===== src/rtl/muxn_pkg.sv =====
// muxn_pkg: shared constants, scan state type and select-width helper
// for the muxn_scan registered multiplexer.
package muxn_pkg;

    localparam logic MODE_MANUAL = 1'b0;
    localparam logic MODE_SCAN   = 1'b1;

    typedef enum logic {
        MANUAL = 1'b0,
        SCAN   = 1'b1
    } state_t;

    function automatic int sel_w(input int n);
        return (n < 2) ? 1 : $clog2(n);
    endfunction

endpackage


===== src/rtl/muxn_scan_ctr.sv =====
// muxn_scan_ctr: auto-scan dwell counter and channel counter with wrap.
// clr has priority over en so a manual edge always parks the scan at 0.
module muxn_scan_ctr
    import muxn_pkg::*;
#(
    parameter  int N_CH     = 4,
    parameter  int SCAN_DIV = 4,
    localparam int SW       = sel_w(N_CH),
    localparam int DCW      = sel_w(SCAN_DIV)
) (
    input  logic          clk,
    input  logic          rst_n,
    input  logic          en,
    input  logic          clr,
    output logic [SW-1:0] ch
);

    localparam logic [DCW-1:0] DW_LAST = DCW'(SCAN_DIV - 1);
    localparam logic [SW-1:0]  CH_LAST = SW'(N_CH - 1);

    logic [DCW-1:0] dwell;

    // Dwell counts enabled scan cycles; channel advances when dwell wraps.
    always_ff @(posedge clk or negedge rst_n) begin
        if (!rst_n) begin
            dwell <= '0;
            ch    <= '0;
        end else if (clr) begin
            dwell <= '0;
            ch    <= '0;
        end else if (en) begin
            if (dwell == DW_LAST) begin
                dwell <= '0;
                ch    <= (ch == CH_LAST) ? '0 : ch + SW'(1);
            end else begin
                dwell <= dwell + DCW'(1);
            end
        end
    end

endmodule


===== src/rtl/muxn_scan.sv =====
// muxn_scan: N-channel registered mux with range guard and auto-scan.
// Optional even-parity output y_par under `MUXN_SCAN_PARITY_EN.
module muxn_scan
    import muxn_pkg::*;
#(
    parameter  int N_CH     = 4,
    parameter  int DW       = 8,
    parameter  int SCAN_DIV = 4,
    localparam int SW       = sel_w(N_CH)
) (
    input  logic             clk,
    input  logic             rst_n,
    input  logic             en,
    input  logic             mode,
    input  logic [N_CH*DW-1:0] d,
    input  logic [SW-1:0]    s,
    output logic [DW-1:0]    y,
    output logic [SW-1:0]    y_ch,
`ifdef MUXN_SCAN_PARITY_EN
    output logic             y_par,
`endif
    output logic             y_vld
);

    state_t         state_q;
    state_t         state_d;
    logic [SW-1:0]  sel;
    logic [SW-1:0]  scan_ch;
    logic           ctr_en;
    logic           ctr_clr;
    logic           in_rng;
    logic [DW-1:0]  y_d;

    muxn_scan_ctr #(
        .N_CH     (N_CH),
        .SCAN_DIV (SCAN_DIV)
    ) u_ctr (
        .clk   (clk),
        .rst_n (rst_n),
        .en    (ctr_en),
        .clr   (ctr_clr),
        .ch    (scan_ch)
    );

    // Mode state register follows mode on enabled edges.
    always_ff @(posedge clk or negedge rst_n) begin
        if (!rst_n) state_q <= MANUAL;
        else        state_q <= state_d;
    end

    // Next state and select; the entry edge into scan forces channel 0.
    always_comb begin
        state_d = state_q;
        sel     = s;
        ctr_en  = 1'b0;
        ctr_clr = 1'b0;
        if (en) state_d = (mode == MODE_SCAN) ? SCAN : MANUAL;
        if (mode == MODE_SCAN) begin
            sel    = (state_q == SCAN) ? scan_ch : '0;
            ctr_en = en;
        end else begin
            ctr_clr = en;
        end
    end

    // Range check and data select; out-of-range selects yield zero.
    always_comb begin
        in_rng = 32'(sel) < 32'(N_CH);
        y_d    = '0;
        for (int i = 0; i < N_CH; i++) begin
            if (sel == SW'(i)) y_d = d[i*DW +: DW];
        end
    end

    // Output registers load only on enabled edges.
    always_ff @(posedge clk or negedge rst_n) begin
        if (!rst_n) begin
            y     <= '0;
            y_ch  <= '0;
            y_vld <= 1'b0;
        end else if (en) begin
            y     <= y_d;
            y_ch  <= sel;
            y_vld <= in_rng;
        end
    end

`ifdef MUXN_SCAN_PARITY_EN
    // Parity register tracks the value loaded into y.
    always_ff @(posedge clk or negedge rst_n) begin
        if (!rst_n)  y_par <= 1'b0;
        else if (en) y_par <= ^y_d;
    end
`endif

endmodule


===== config.mk =====
export PLATFORM = sky130hd
export DESIGN_NAME = muxn_scan
export DESIGN_NICKNAME = d
export VERILOG_FILES = /design/src/rtl/muxn_pkg.sv /design/src/rtl/muxn_scan_ctr.sv /design/src/rtl/muxn_scan.sv
export SDC_FILE = /design/constraint.sdc
export NUM_CORES = 1
export LEC_CHECK = 0
export CELL_PAD_IN_SITES_DETAIL_PLACEMENT = 0
export CELL_PAD_IN_SITES_GLOBAL_PLACEMENT = 1
export CORE_ASPECT_RATIO = 0.6
export CORE_MARGIN = 1
export CORE_UTILIZATION = 25
export DETAILED_ROUTE_END_ITERATION = 10
export PLACE_DENSITY = 0.72
export SKIP_CTS_REPAIR_TIMING = 1
export SLEW_MARGIN = 20
export SYNTH_ARGS = -nofsm -noshare
export SYNTH_HDL_FRONTEND = slang
export SYNTH_HIERARCHICAL = 1
export SYNTH_SLANG_ARGS = --single-unit

===== constraint.sdc =====
create_clock -name clk -period 1.3 [get_ports clk]
set_clock_uncertainty 0.05 [all_clocks]
set_input_delay 0.325 -clock clk [delete_from_list [all_inputs] [get_ports clk]]
set_output_delay 0.325 -clock clk [all_outputs]
set_load 0.02 [all_outputs]

* Yosys cells after proc, flatten, opt, wreduce, memory -nomap -nowiden
Index checks and enable logic that the tools add are counted. W data, S select, Z words.
Storage, ports and cells: register bits 16, latch bits 0, RAM bits 0, memory bits (read-only) 0, input port bits 38, output and inout bits 11, logic and storage cells 33, memories 0
Cells by class: add/subtract/negate cells 2, multiply operators 0, div/mod/pow operators 0, order comparisons 0, equal/unequal tests 5, shifts and indexed selects 0, multiplexer cells 16, bitwise operators 0, reductions and logical operators 4
Operator list (count):
- $mux W8 | 4
- $mux W2 | 9
- $eq A2 B2 Y1 const B | 4
- $add A2 B1 Y2 const B | 2
- $reduce_bool A2 Y1 | 2
- $mux W1 | 3
- $eq A2 B1 Y1 const B | 1
- $logic_not A2 Y1 | 1
- $reduce_and A2 Y1 | 1

* Longest topological paths before layout
depth in word-level cells 7, mapped depth 5, gate-level depth less buffers 4

* By module
The synthesis kept the hierarchy.
Modules (own cells, without submodules):
- muxn_scan | instances 1, cells an instance 65, area an instance 690.7 sq um
- muxn_scan_ctr | instances 1, cells an instance 17, area an instance 209.0 sq um

* Least setup slack after synthesis
Ideal clock, no wire load.
path type input to register, from input port en, to register u_ctr.dwell[0], library setup time 73 ps, arrival 1350 ps, required time 1177 ps, slack -173 ps, cell stages on the path 4, path buffers 1, path through buf_1 -> and2_2 -> or3b_1 -> a21oi_2
On the way: cells in the longest elaborated chain, start to end 2, elaborated cells on any way between the ends 4, classes of those cells mux (3); reduce/logical (1)
Ends and longest elaborated chain:
- from (decl) | line muxn_scan.sv:13 | input logic en,
- $mux W1 | line muxn_scan.sv:58 | if (mode == MODE_SCAN) begin
- named net ctr_en | line muxn_scan.sv:29 | logic ctr_en;
- $reduce_bool A2 Y1 (no line)
- to (signal assigned) | line muxn_scan_ctr.sv:36 | dwell <= dwell + DCW'(1);
- to (decl) | line muxn_scan_ctr.sv:21 | logic [DCW-1:0] dwell;
The timed path passes the listed nets, and every way through them passes these cells. A chain may end at the register's enable or synchronous reset.

* Worst setup path after layout
from register state_q, to register y[2]
On the way: cells in the longest elaborated chain, start to end 7, elaborated cells on any way between the ends 10, classes of those cells eq/ne (3); mux (6); reduce/logical (1)
Ends and longest elaborated chain:
- from (decl) | line muxn_scan.sv:25 | state_t state_q;
- from (signal assigned) | line muxn_scan.sv:48 | else state_q <= state_d;
- $mux W2 (*) | line muxn_scan.sv:59 | sel = (state_q == SCAN) ? scan_ch : '0;
- $mux W2 (*) | line muxn_scan.sv:58
- $logic_not A2 Y1 | line muxn_scan.sv:71 | if (sel == SW'(i)) y_d = d[i*DW +: DW];
- $mux W8 (3 in a row) | line muxn_scan.sv:71
- $mux W8 (*) | line muxn_scan.sv:71
- to (signal assigned) | line muxn_scan.sv:82 | y <= y_d;
- to (decl) | line muxn_scan.sv:17 | output logic [DW-1:0] y,
Mark *: on every way between the ends. The rest lies on a longest branch, timed or not.

==> impl_metrics.csv <==
group,metric,value,unit
cts,insertion_delay,250,ps
job,timing.max_cap.violations,0,
timing,final-hold-violation-count,0,
logic_synthesis,synthesis.instances,82,
timing,fin_crit,1434,ps
power,power,1.567,mW
cts,clock_path_buffers,2,
setup_path,critical_path.most_common_cell,"sky130_fd_sc_hd__buf_6",
drt,remaining_drc_errors,0,
global_routing,grt.overflow.total,0,
setup_path,critPathLaunchType,"register",
setup_path,r2r_setup_slack,-130,ps
cts,cts_made_buffers,3,
final_layout,numnets_final,191,
drt,drt-initial-drc-count,27,
drt,drtPass1Iterations,4,
timing,period_share,1.103,
cts,cts_tree,"done",
logic_synthesis,synth_top_cell_by_area,"sky130_fd_sc_hd__dfrtp_1",
logic_synthesis,synthesis.nets,122,
setup_path,cp_cell_sequence,"and4_4 > a21oi_4 > buf_6 > buf_6 > o22ai_4 > a221oi_2",
global_routing,track_usage,0.1511,
power,p_per_area,847.6,nW/um^2
global_routing,grt_pass1_wl,4264,um
drt,route.detailed.vias_per_inst,4.841,
logic_synthesis,synth.top_cells.by_area,"sky130_fd_sc_hd__dfrtp_1 45%, sky130_fd_sc_hd__mux2i_1 10%, sky130_fd_sc_hd__o22ai_1 5.6%",
logic_synthesis,synth.cell_area,899.6,um^2
die,die_height,48.47,um
place,port-buffer-count,48,
timing,grt_setup_unrepaired,"true",
drt,drt-total-wl,3159,um
timing,max_slew_vio_count,0,
logic_synthesis,synth-warning-count,6,
final_layout,syn2layout_area_growth,105.6,%
final_layout,antenna-diode-count,0,
die,floorplan.core_area,3343,um^2
cts,cts.clk_slew.worst_paths,70,ps
setup_path,critical_path_peak_fanout,5,
place,globalplace.congestion,0.7941,
place,place_worst_setup_slack,-820.8,ps
global_routing,first_global_vias,865,
die,design.die.area,3850,um^2
logic_synthesis,synth_top_area_frac,0.4451,
cts,numClockSinks,16,
setup_path,critical_path_class,"register to register",
drt,route.detailed.wl_per_inst,16.20,um
setup_path,crit_required,1410,ps
timing,worst_slack,-133.8,ps
logic_synthesis,synth_seq_cells,16,
outcome,status,"finished with violations",
logic_synthesis,synth_seq_area_share,0.4451,
setup_path,crit_path_top_delay_cell,"sky130_fd_sc_hd__dfrtp_1",
die,floorplan.initialDensity,0.2691,
outcome,violations,"negative setup slack",
worst_hold_path,type_of_the_tightest_min_delay_check,"input pin to asynchronous set/reset pin",
setup_path,cpLargestDelayFamily,"compound AO/OA/AOI/OAI gates",
cts,cts.root.buffer_cell,"sky130_fd_sc_hd__clkbuf_8",
power,peakVddDrop,0.4835,mV
timing,achievable_freq,0.6975,GHz
die,io-pin-count,49,
global_routing,grt_start_max_net_pins,17,
cts,cts_htree_levels,1,
setup_path,crit_buf_inv,2,
place,post_dp_cell_area,1540,um^2
final_layout,fraction_of_layout_instances_using_a_drive_strength_above_1,0.3600,
setup_path,arrival,1550,ps
power,leakage_power_of_the_design,0.8377,nW
timing,setup_viol_count_final,8,
die,rows,16,
setup_path,worst_path_largest_cell_delay,430,ps
die,dieWidth,79.45,um
global_routing,grt_antenna_before_repair,0,
logic_synthesis,synth.avg_cell_area,10.97,um^2
logic_synthesis,post_synth_num_cell_types,28,
drt,detailroute.via_count,944,
timing,relSlewSlack,0.7983,
final_layout,layout.cell_area.non_filler,1849,um^2
drt,antenna_left,0,
place,dp_hpwl,2182,um
setup_path,cp-end-kind,"register",
final_layout,finish.utilization,0.5531,
timing,max_slew.worst_pin.slew,302.1,ps
final_layout,n_fill_cell,289,
==> sequential cells by signal, summed over array words and instances (netlist names) <==
register / cells
u_ctr/ch: 2
state_q: 1
y_vld: 1
y: 8
u_ctr/dwell: 2
y_ch: 2
==> path summary, 6_finish.rpt <==
path                                     startpoint                 endpoint  depth (start not counted)
worst min-delay path                          rst_n      state_q$_DFFE_PN0P_                          2
worst max-delay path            state_q$_DFFE_PN0P_         y[2]$_DFFE_PN0P_                          6
max in group asynchronous                     rst_n  u_ctr/ch[1]$_DFFE_PN0P_                          2
worst min register to register    y_vld$_DFFE_PN0P_        y_vld$_DFFE_PN0P_                          1
worst max register to register  state_q$_DFFE_PN0P_         y[2]$_DFFE_PN0P_                          6
min in group clk                  y_vld$_DFFE_PN0P_        y_vld$_DFFE_PN0P_                          1
==> stage by stage <==
step	hold WS (ps)	TNS (ps)	std cells
floorplan	-20.59	-9.791	82
global placement	405.0	-8367	187
detailed placement	423.5	-9096	187
CTS	348.7	-8045	191
global route	366.0	-1248	195
finish	341.1	-717.2	195
==> cells in the mapped netlist <==
cell                        instances
sky130_fd_sc_hd__mux2i_1            9
sky130_fd_sc_hd__nor2_1            12
sky130_fd_sc_hd__buf_6              1
sky130_fd_sc_hd__and2b_2            1
sky130_fd_sc_hd__a221oi_2           3
sky130_fd_sc_hd__o22ai_1            8
sky130_fd_sc_hd__nand4b_1           1
sky130_fd_sc_hd__or3b_1             1
sky130_fd_sc_hd__clkbuf_1           1
sky130_fd_sc_hd__mux2_2             1
sky130_fd_sc_hd__or2_2              1
sky130_fd_sc_hd__buf_1              1
sky130_fd_sc_hd__dfrtp_1           16
sky130_fd_sc_hd__a21oi_1            3
sky130_fd_sc_hd__nand4bb_1          1
sky130_fd_sc_hd__a21bo_2            2
sky130_fd_sc_hd__o21a_1             1
sky130_fd_sc_hd__ha_1               2
sky130_fd_sc_hd__buf_2              1
sky130_fd_sc_hd__a21oi_2            2
sky130_fd_sc_hd__and2_2             1
sky130_fd_sc_hd__a31oi_1            1
sky130_fd_sc_hd__nand2b_1           2
sky130_fd_sc_hd__nand3_1            2
sky130_fd_sc_hd__a221oi_1           5
sky130_fd_sc_hd__and3_1             1
sky130_fd_sc_hd__nor2b_2            1
sky130_fd_sc_hd__and4_2             1
==> worst register-to-register path: stages, from the launching register on <==
cell and delay [ps]:
sky130_fd_sc_hd__dfrtp_1 430, sky130_fd_sc_hd__and4_4 180, sky130_fd_sc_hd__a21oi_4 160, sky130_fd_sc_hd__buf_6 140, sky130_fd_sc_hd__buf_6 100, sky130_fd_sc_hd__o22ai_4 60
sky130_fd_sc_hd__a221oi_2 230
==> cells in the final DEF, fill, tap and decap left out <==
| cell | netlist | final |
|---|---|---|
| sky130_fd_sc_hd__a21bo_2 | 2 | 2 |
| sky130_fd_sc_hd__a21oi_1 | 3 | 2 |
| sky130_fd_sc_hd__a21oi_2 | 2 | 2 |
| sky130_fd_sc_hd__a21oi_4 | 0 | 1 |
| sky130_fd_sc_hd__a221oi_2 | 3 | 8 |
| sky130_fd_sc_hd__a31oi_2 | 0 | 1 |
| sky130_fd_sc_hd__and2_2 | 1 | 1 |
| sky130_fd_sc_hd__and2b_2 | 1 | 1 |
| sky130_fd_sc_hd__and3_1 | 1 | 1 |
| sky130_fd_sc_hd__and4_4 | 0 | 1 |
| sky130_fd_sc_hd__buf_4 | 0 | 15 |
| sky130_fd_sc_hd__buf_6 | 1 | 5 |
| sky130_fd_sc_hd__clkbuf_8 | 0 | 4 |
| sky130_fd_sc_hd__clkdlybuf4s50_1 | 0 | 33 |
| sky130_fd_sc_hd__dfrtp_1 | 16 | 16 |
| sky130_fd_sc_hd__dlymetal6s2s_1 | 0 | 15 |
| sky130_fd_sc_hd__ha_1 | 2 | 1 |
| sky130_fd_sc_hd__ha_4 | 0 | 1 |
| sky130_fd_sc_hd__mux2_2 | 1 | 1 |
| sky130_fd_sc_hd__mux2i_1 | 9 | 9 |
| sky130_fd_sc_hd__nand2b_1 | 2 | 2 |
| sky130_fd_sc_hd__nand3_1 | 2 | 2 |
| sky130_fd_sc_hd__nand4b_1 | 1 | 1 |
| sky130_fd_sc_hd__nand4bb_4 | 0 | 1 |
| sky130_fd_sc_hd__nor2_1 | 12 | 12 |
| sky130_fd_sc_hd__nor2b_2 | 1 | 1 |
| sky130_fd_sc_hd__o21a_4 | 0 | 1 |
| sky130_fd_sc_hd__o22ai_1 | 8 | 1 |
| sky130_fd_sc_hd__o22ai_2 | 0 | 1 |
| sky130_fd_sc_hd__o22ai_4 | 0 | 6 |
| sky130_fd_sc_hd__or2_2 | 1 | 1 |
| sky130_fd_sc_hd__or3b_1 | 1 | 1 |
==> layout make-up <==
class                   instances  area [um^2]  area share
repair buffers                 68        686.9      0.3714
clock buffers                   4        55.05     0.02977
multi-input cells              62        650.6      0.3518
well taps                      45        56.30     0.03045
flip-flops and latches         16        400.4      0.2165
==> cell families after synthesis <==
family                     synth area share
and+or+nand+nor                      0.1600
muxes                                0.1127
DFF                                  0.4451
buffers and inverters               0.02641
AOI/OAI and AO/OA                    0.2281
adders and majority gates           0.02781
==> layer usage <==
layer	GRT usage	vias to the layer above	share of wire
met2	0.2222	34	0.46
met4	0.04545	0	0.0085
met3	0.03774	2	0.062
li1	-	454	-
met5	0	-	0
met1	0.2167	454	0.47
==> power by group <==
part           internal (mW)  leakage, nW  total (mW)  switching, mW
registers              0.551        0.187       0.585         0.0338
logic                  0.299        0.622       0.530          0.231
clock network          0.269       0.0288       0.452          0.183
total                   1.12        0.838        1.57          0.449
No activity file was read; power rests on OpenSTA's default activity.
